## src/rtl/timer_counter.sv

```systemverilog
// Memory-mapped programmable down-counter with CTRL/PRESET/COUNT registers,
// one-shot / auto-reload modes and a maskable level interrupt.
module timer_counter #(
    parameter int CNT_W = 32
) (
    input  logic        clk,
    input  logic        reset,
    input  logic [31:0] Addr,
    input  logic        WE,
    input  logic [31:0] Din,
    output logic [31:0] Dout,
    output logic        IRQ
);

    typedef enum logic [1:0] {
        IDLE = 2'b00,
        LOAD = 2'b01,
        CNT  = 2'b10,
        INT  = 2'b11
    } state_t;

    state_t             state_r;
    state_t             state_nxt_s;
    logic [3:0]         ctrl_r;
    logic [CNT_W-1:0]   preset_r;
    logic [CNT_W-1:0]   count_r;
    logic [CNT_W-1:0]   count_nxt_s;
    logic               irq_flag_r;
    logic               irq_flag_nxt_s;
    logic               en_clr_s;
    logic               wr_ctrl_s;
    logic               wr_preset_s;
    logic [31:0]        dout_s;
    logic               addr_unused_s;

    assign wr_ctrl_s     = WE && (Addr[3:2] == 2'b00);
    assign wr_preset_s   = WE && (Addr[3:2] == 2'b01);
    assign addr_unused_s = ^{Addr[31:4], Addr[1:0]};

    // State register
    always_ff @(posedge clk or negedge reset) begin
        if (!reset) begin
            state_r <= IDLE;
        end else begin
            state_r <= state_nxt_s;
        end
    end

    // Next-state, count and interrupt-flag decisions; transitions use the pre-edge EN
    always_comb begin
        state_nxt_s    = state_r;
        count_nxt_s    = count_r;
        en_clr_s       = 1'b0;
        if (wr_ctrl_s || wr_preset_s) begin
            irq_flag_nxt_s = 1'b0;
        end else begin
            irq_flag_nxt_s = irq_flag_r;
        end
        case (state_r)
            IDLE: begin
                if (ctrl_r[0]) begin
                    state_nxt_s = LOAD;
                end else begin
                    state_nxt_s = IDLE;
                end
            end
            LOAD: begin
                count_nxt_s = preset_r;
                state_nxt_s = CNT;
            end
            CNT: begin
                if (!ctrl_r[0]) begin
                    state_nxt_s = IDLE;
                end else if (count_r > CNT_W'(1)) begin
                    count_nxt_s = count_r - CNT_W'(1);
                end else begin
                    // Expiry sets the flag even if software writes on the same edge
                    count_nxt_s    = CNT_W'(0);
                    irq_flag_nxt_s = 1'b1;
                    state_nxt_s    = INT;
                end
            end
            INT: begin
                if (ctrl_r[2:1] == 2'b01) begin
                    irq_flag_nxt_s = 1'b0;
                    state_nxt_s    = LOAD;
                end else begin
                    en_clr_s    = 1'b1;
                    state_nxt_s = IDLE;
                end
            end
            default: begin
                state_nxt_s = IDLE;
            end
        endcase
    end

    // CTRL register; a software write wins over the FSM clearing EN
    always_ff @(posedge clk or negedge reset) begin
        if (!reset) begin
            ctrl_r <= 4'h0;
        end else if (wr_ctrl_s) begin
            ctrl_r <= Din[3:0];
        end else if (en_clr_s) begin
            ctrl_r[0] <= 1'b0;
        end else begin
            ctrl_r <= ctrl_r;
        end
    end

    // PRESET register; only consumed at the next LOAD
    always_ff @(posedge clk or negedge reset) begin
        if (!reset) begin
            preset_r <= CNT_W'(0);
        end else if (wr_preset_s) begin
            preset_r <= Din[CNT_W-1:0];
        end else begin
            preset_r <= preset_r;
        end
    end

    // COUNT and interrupt flag
    always_ff @(posedge clk or negedge reset) begin
        if (!reset) begin
            count_r    <= CNT_W'(0);
            irq_flag_r <= 1'b0;
        end else begin
            count_r    <= count_nxt_s;
            irq_flag_r <= irq_flag_nxt_s;
        end
    end

    // Read mux, zero-extending the counter-width registers
    always_comb begin
        dout_s = 32'd0;
        case (Addr[3:2])
            2'b00:   dout_s[3:0]       = ctrl_r;
            2'b01:   dout_s[CNT_W-1:0] = preset_r;
            2'b10:   dout_s[CNT_W-1:0] = count_r;
            default: dout_s            = 32'd0;
        endcase
    end

    assign Dout = dout_s;
    assign IRQ  = irq_flag_r & ctrl_r[3];

endmodule

```

## config.mk

```make
export PLATFORM = sky130hd
export DESIGN_NAME = timer_counter
export DESIGN_NICKNAME = d
export VERILOG_FILES = /design/src/rtl/timer_counter.sv
export SDC_FILE = /design/constraint.sdc
export NUM_CORES = 1
export LEC_CHECK = 0
export ABC_AREA = 1
export CAP_MARGIN = 20
export CORE_AREA = 8 8 81 154
export CTS_BUF_LIST = sky130_fd_sc_hd__clkbuf_4 sky130_fd_sc_hd__clkbuf_8 sky130_fd_sc_hd__clkbuf_16
export CTS_CLUSTER_SIZE = 40
export DETAILED_ROUTE_END_ITERATION = 16
export DIE_AREA = 0 0 89 162
export GPL_TIMING_DRIVEN = 0
export PLACE_DENSITY = 0.83
export SLEW_MARGIN = 20
export SYNTH_ARGS = -nofsm -noshare
export SYNTH_HDL_FRONTEND = slang
export SYNTH_SLANG_ARGS = --single-unit
```

## constraint.sdc

```tcl
create_clock -name clk -period 1.75 [get_ports clk]
set_clock_uncertainty 0.2 [all_clocks]
set_input_delay 0.35 -clock clk [delete_from_list [all_inputs] [get_ports clk]]
set_output_delay 0.35 -clock clk [all_outputs]
set_load 0.1 [all_outputs]
```

==> flow_summary_export.csv <==
group,metric,value,unit
run_status,status,"finished with violations",
run_status,violations,"negative setup slack",
drt,firstDrtPassIters,5,
floorplanning,die_height,162,um
timing,setup_viol,66,
timing,fin_setup_tns,-11.76,ns
timing,relSlewSlack,0.669,
global_route,grt_pass1_vias,5325,
clock_network,h-tree-depth,3,
synthesis,synth_seq_cells,71,
worst_setup_path,reg2regPathDepth,10,
timing,tightestPinTransition,0.496,ns
worst_setup_path,r2r-start,"count_r[26]$_DFFE_PN0P_",
flow_run,maxCapViolCount,0,
synthesis,synth_area_per_cell,7.47,um2
drt,drt-initial-drc-count,404,
synthesis,synthesis.nets,700,
synthesis,dominantRegCellSynth,"dfrtp_1",
floorplanning,fp.dieArea,14400,um2
drt,totalWireLength,19.8,mm
pwr,p_leak,0.00327,uW
layout,finalNonFillerCells,887,
timing,max_freq,496,MHz
placement,dp.cells,834,
layout,final_common_cell,"nand2_1",
drt,vias,5117,
synthesis,synthCells,627,
layout,final_cell_mix,"nand2_1, nor2_1, dfrtp_1, nand2_2, inv_1",
global_route,grt_pass1_wl,28.8,mm
pwr,ir_drop,0.000807,V
synthesis,synth_cell_types,31,
timing,hold_viol,0,
floorplanning,coreArea,10500,um2
global_route,antenna_found_initial,0,
global_route,grt_use_total,0.271,
worst_setup_path,worst_setup_path_start_kind,"flop",
clock_network,cts_tree,"yes",
global_route,overflow,0,
pwr,power_density,1370,nW/um2
synthesis,async_flop_share,1.00,
timing,fin_crit_sh,1.15,
floorplanning,start_util,0.447,
synthesis,synth_edf_count,0,
worst_setup_path,end_kind,"flop",
drt,via_per_inst,5.77,
placement,io_buffers,69,
synthesis,synth_warnings,0,
worst_setup_path,timing.rr.end,"count_r[11]$_DFFE_PN0P_",
clock_network,cts-root-buf,"clkbuf_16",
worst_setup_path,reg2reg_slack,-0.26,ns
floorplanning,ioPinCount,100,
worst_setup_path,required,1.77,ns
drt,ant_nets,0,
clock_network,cts-buffers-inserted,9,
timing,report.final.slew_viol_count,0,
worst_setup_path,cp_data_arrival_time,2.04,ns
floorplanning,die-width,89,um
worst_setup_path,worstPathMaxFanout,7,
placement,gp_congestion,0.954,
synthesis,synth_area,4680,um2
floorplanning,num_rows,53,
hold_path,hp-class,"in -> async",
synthesis,ys_seq_area_frac,0.379,
layout,nets,818,
placement,dpl.hpwl,12.7,mm
clock_network,clkTransAtPathRegs,0.06,ns
placement,place_ws,-1.71,ns
drt,wire_per_inst,22.3,um
global_route,grt_max_degree,42,
layout,drive_gt1_frac,0.479,
layout,area_growth,67.4,%
timing,fin_ws,-0.265,ns
layout,diodes,0,
clock_network,clkLatencyLatePin,0.35,ns
clock_network,max-clock-path-buffers,2,
timing,min_period,2.01,ns
worst_setup_path,path_class,"reg -> reg",
timing,rsz0062_at_grt,"yes",
drt,drcViolationCount,0,
clock_network,cts_sinks,71,
[worst max-delay path by stage]
stage / start / to / slack, ns / depth (start not counted)
6_report: count_r[26]$_DFFE_PN0P_ / count_r[11]$_DFFE_PN0P_ / -0.26 / 10
5_1_grt: count_r[0]$_DFFE_PN0P_ / count_r[11]$_DFFE_PN0P_ / -0.34 / 13
4_1_cts: Addr[3] / Dout[3] / -0.21 / 10
3_5_place_dp: Addr[2] / Dout[29] / -1.71 / 7
3_3_place_gp: reset / preset_r[23]$_DFFE_PN0P_ / -2.27 / 1
2_1_floorplan: Addr[2] / Dout[10] / -0.29 / 5
[cells in the mapped netlist (2+ instances only)]
master,number,area [um2]
nand2_1,177,664
nor2_1,79,297
dfrtp_1,71,1780
inv_1,58,218
a21oi_1,42,210
o21ai_0,40,200
mux2_2,23,259
nand3_1,21,105
a21oi_2,19,166
nand3_2,19,190
clkbuf_1,12,45.0
nor2_2,9,56.3
nand2_2,7,43.8
ha_1,6,75.1
a22oi_2,5,62.6
buf_2,5,25.0
nor2_4,5,56.3
xor2_1,5,43.8
nand4_1,4,25.0
o21bai_1,4,30.0
buf_1,2,7.51
buf_6,2,22.5
inv_2,2,7.51
o21ai_1,2,10.0
xnor2_1,2,17.5
[stage by stage]
step / hold slack (ns) / total power, uW / utilization / cell area, um2
after floorplan: -0.146 / 6120 / - / 5300
after global placement: 0.292 / 7150 / 0.588 / 6160
after detailed placement: 0.117 / 7290 / 0.590 / 6180
after CTS: 0.303 / 10300 / 0.718 / 7530
after global routing: 0.324 / 11200 / 0.748 / 7840
final: 0.298 / 10700 / 0.748 / 7840
[worst max-delay path, cell delays in order, from the launching register on]
cell and delay [ns]:
dfrtp_1 0.49, nor2_1 0.17, nand2_1 0.12, nor2_1 0.12
nand2_1 0.10, nor2_4 0.20, nor2_8 0.09, buf_4 0.15
buf_8 0.13, nand2_1 0.07, a21oi_1 0.06
[metal layers]
| metal | vias up | track usage | routed length, um |
|---|---|---|---|
| met4 | 0 | 0.194 | 1520 |
| met3 | 101 | 0.0552 | 1030 |
| met1 | 2534 | 0.268 | 6450 |
| li1 | 2263 | - | - |
| met5 | - | 0 | 0 |
| met2 | 219 | 0.475 | 10800 |
[final cells by class]
class                      instances  area [um2]
clock inverter                     3        18.8
multi-input combinational        473        3470
clock buffer                      13         262
timing repair buffer             108        1550
buffer                            22         304
tap                              137         171
fill                             706        2640
inverter                          60         278
sequential                        71        1790
[power breakdown]
group / switching [uW] / internal [uW] / leakage (uW)
clock network: 728 / 1040 / 0.000144
registers: 1040 / 2220 / 0.000815
logic: 3390 / 2300 / 0.00232
[kinds of logic (layout without fill, tap and decap cells)]
kind of cell	Yosys count	count (layout)	synth area share
compound gates	114	114	0.149
xor+xnor	7	7	0.0131
fa+ha+maj	6	6	0.0160
buf+inv	83	206	0.0743
flops	71	71	0.379
mux	23	23	0.0553
simple gates	323	323	0.312
[sequential cells by signal, summed over array words and instances, names as in the netlist]
signal / count
preset_r: 32
irq_flag_r: 1
ctrl_r: 4
state_r: 2
count_r: 32
[timing repair]
item | CTS | global route
hold buffers | 1 | 0
gates cloned | 8 | 3
endpoints found under the setup margin | 100 | 89
buffers inserted | 25 | 4
pin swaps | 18 | 35
gates resized for setup | 396 | 84
hold endpoints to repair | 30 | 0
Power figures use the tool's default switching activity.
==> edit, RTL diff (same settings) <==
The parameter `CNT_W` goes from 32 to 16.
--- a/src/rtl/timer_counter.sv
+++ b/src/rtl/timer_counter.sv
@@ -3,3 +3,3 @@
 module timer_counter #(
-    parameter int CNT_W = 32
+    parameter int CNT_W = 16
 ) (
Behaviour: not the same (Yosys sat finds a counterexample within 4 cycles, from zero or initial values and one cycle with reset low).
==> edit against the unedited design <==
The run still ends with negative setup slack left; highest routed layer unchanged; sequential share of layout area is 1.2 points lower; count of clock-buffer cells in the layout fell by 7; core utilization fell by 31 points; worst setup slack better by 0.079 ns; via count decreased by 46%; area after synthesis shrank 44%; global-route usage shrank 13 points; power fell by 43%; non-clock buffer count fell by 36; largest cell class unchanged; routed wire length is 51% lower; sequential cell count is 32 lower; critical path depth fell by 3; design area is 42% lower.
==> edit: results (changes against the unedited design) <==
[cts]
cts_setup_buffers = 18  ; -28%
numCtsBuffers = 5  ; -4
insertion_delay_ns = 0.30  ; -0.05 ns
cts_resized = 213  ; -46%
h-tree-depth = 2  ; -1

[outcome]
violations = negative setup slack
status = finished, violations left

[route]
first_iter_violations = 100  ; -75%
vias = 2749  ; -46%
drt_pre_antenna_iters = 4  ; -1

[layout]
clkbuf_count = 6  ; -7
inv_count = 40  ; -33%
clk_share_pct = 2.90  ; -0.67 points
nNetsFinal = 516  ; -37%
nNonClkBuffers = 94  ; -28%
fillCellCount = 969  ; +37%
multi_input_area_share_pct = 41.6  ; -2.6 points
multi_input_cells = 263  ; -44%

[power_and_ir_drop]
power.leakage_nw = 2.08  ; -37%

[timing]
setup_violations = 22  ; -67%
fin_tns_setup_ns = -2.32  ; +9.43 ns
fin_ws_ns = -0.186  ; +0.0791 ns

[synthesis]
syn_area_per_cell_um2 = 7.37  ; -1.3%
synthTopCellsByArea = dfrtp_1 37%, nand2_1 12%, nor2_1 6.5%
yosys-top-cells-count = 87 x nand2_1, 45 x nor2_1, 39 x dfrtp_1

[placement]
numPlacedInstances = 545  ; -35%
numPortBuffers = 37  ; -46%
dp_slack_ns = -1.87  ; -0.160 ns
dpl.hpwl_mm = 6.40  ; -50%

[global_routing]
grt_max_degree = 30  ; -29%
grt_pass1_wl_mm = 14.7  ; -49%
grt_pass1_vias = 2899  ; -46%

[critical_path]
cp.arrival_ns = 1.39  ; -0.65 ns

==> edit: worst max-delay path, stage by stage <==
cell and delay [ns]:
buf_12 0.12, inv_16 0.05, ha_4 0.20, clkbuf_16 0.20
nand2_8 0.06, a21oi_4 0.20, buf_12 0.20
==> edit: kinds of logic after synthesis <==
kind of cell	synth area share, %
XOR/XNOR	2.34
adder cells (fa/ha/maj)	2.87
other	0.143
AND/OR/NAND/NOR	28.7
flip-flops	37.3
multiplexers	3.44
buffers and inverters	13.2
AO/OA/AOI/OAI	12.1
==> edit: path summary, 6_finish.rpt <==
| check | start | to | slack (ns) |
|---|---|---|---|
| setup reg to reg | count_r[1] | count_r[10] | -0.05 |
| max in group asynchronous | reset | count_r[11] | 0.59 |
| hold / removal | reset | ctrl_r[2] | 0.27 |
| hold reg to reg | ctrl_r[1] | ctrl_r[1] | 0.31 |
| min in group clk | ctrl_r[1] | ctrl_r[1] | 0.31 |
| setup / recovery | Addr[2] | Dout[4] | -0.19 |
==> edit: power by group <==
group / switching [W] / internal [W] / total (W)
clock: 0.000378 / 0.000529 / 0.000907
sequential: 0.000489 / 0.00122 / 0.00171
combinational: 0.00208 / 0.00141 / 0.00349
==> edit: per-layer routing <==
layer | vias up | track usage (%) | wire length, um
met1 | 1306 | 10.9 | 2780
li1 | 1250 | - | -
met3 | 45 | 2.33 | 553
met5 | - | 0 | 0
met2 | 148 | 26.5 | 5780
met4 | 0 | 12.1 | 668
==> edit: through the flow <==
stage | cell area [um2] | hold slack, ns | power (W)
final | 4570 | 0.270 | 0.00611
after global routing | 4570 | 0.297 | 0.00640
after CTS | 4310 | 0.283 | 0.00557
after detailed placement | 3640 | 0.0504 | 0.00412
after global placement | 3630 | 0.298 | 0.00403
after floorplan | 3090 | -0.146 | 0.00354
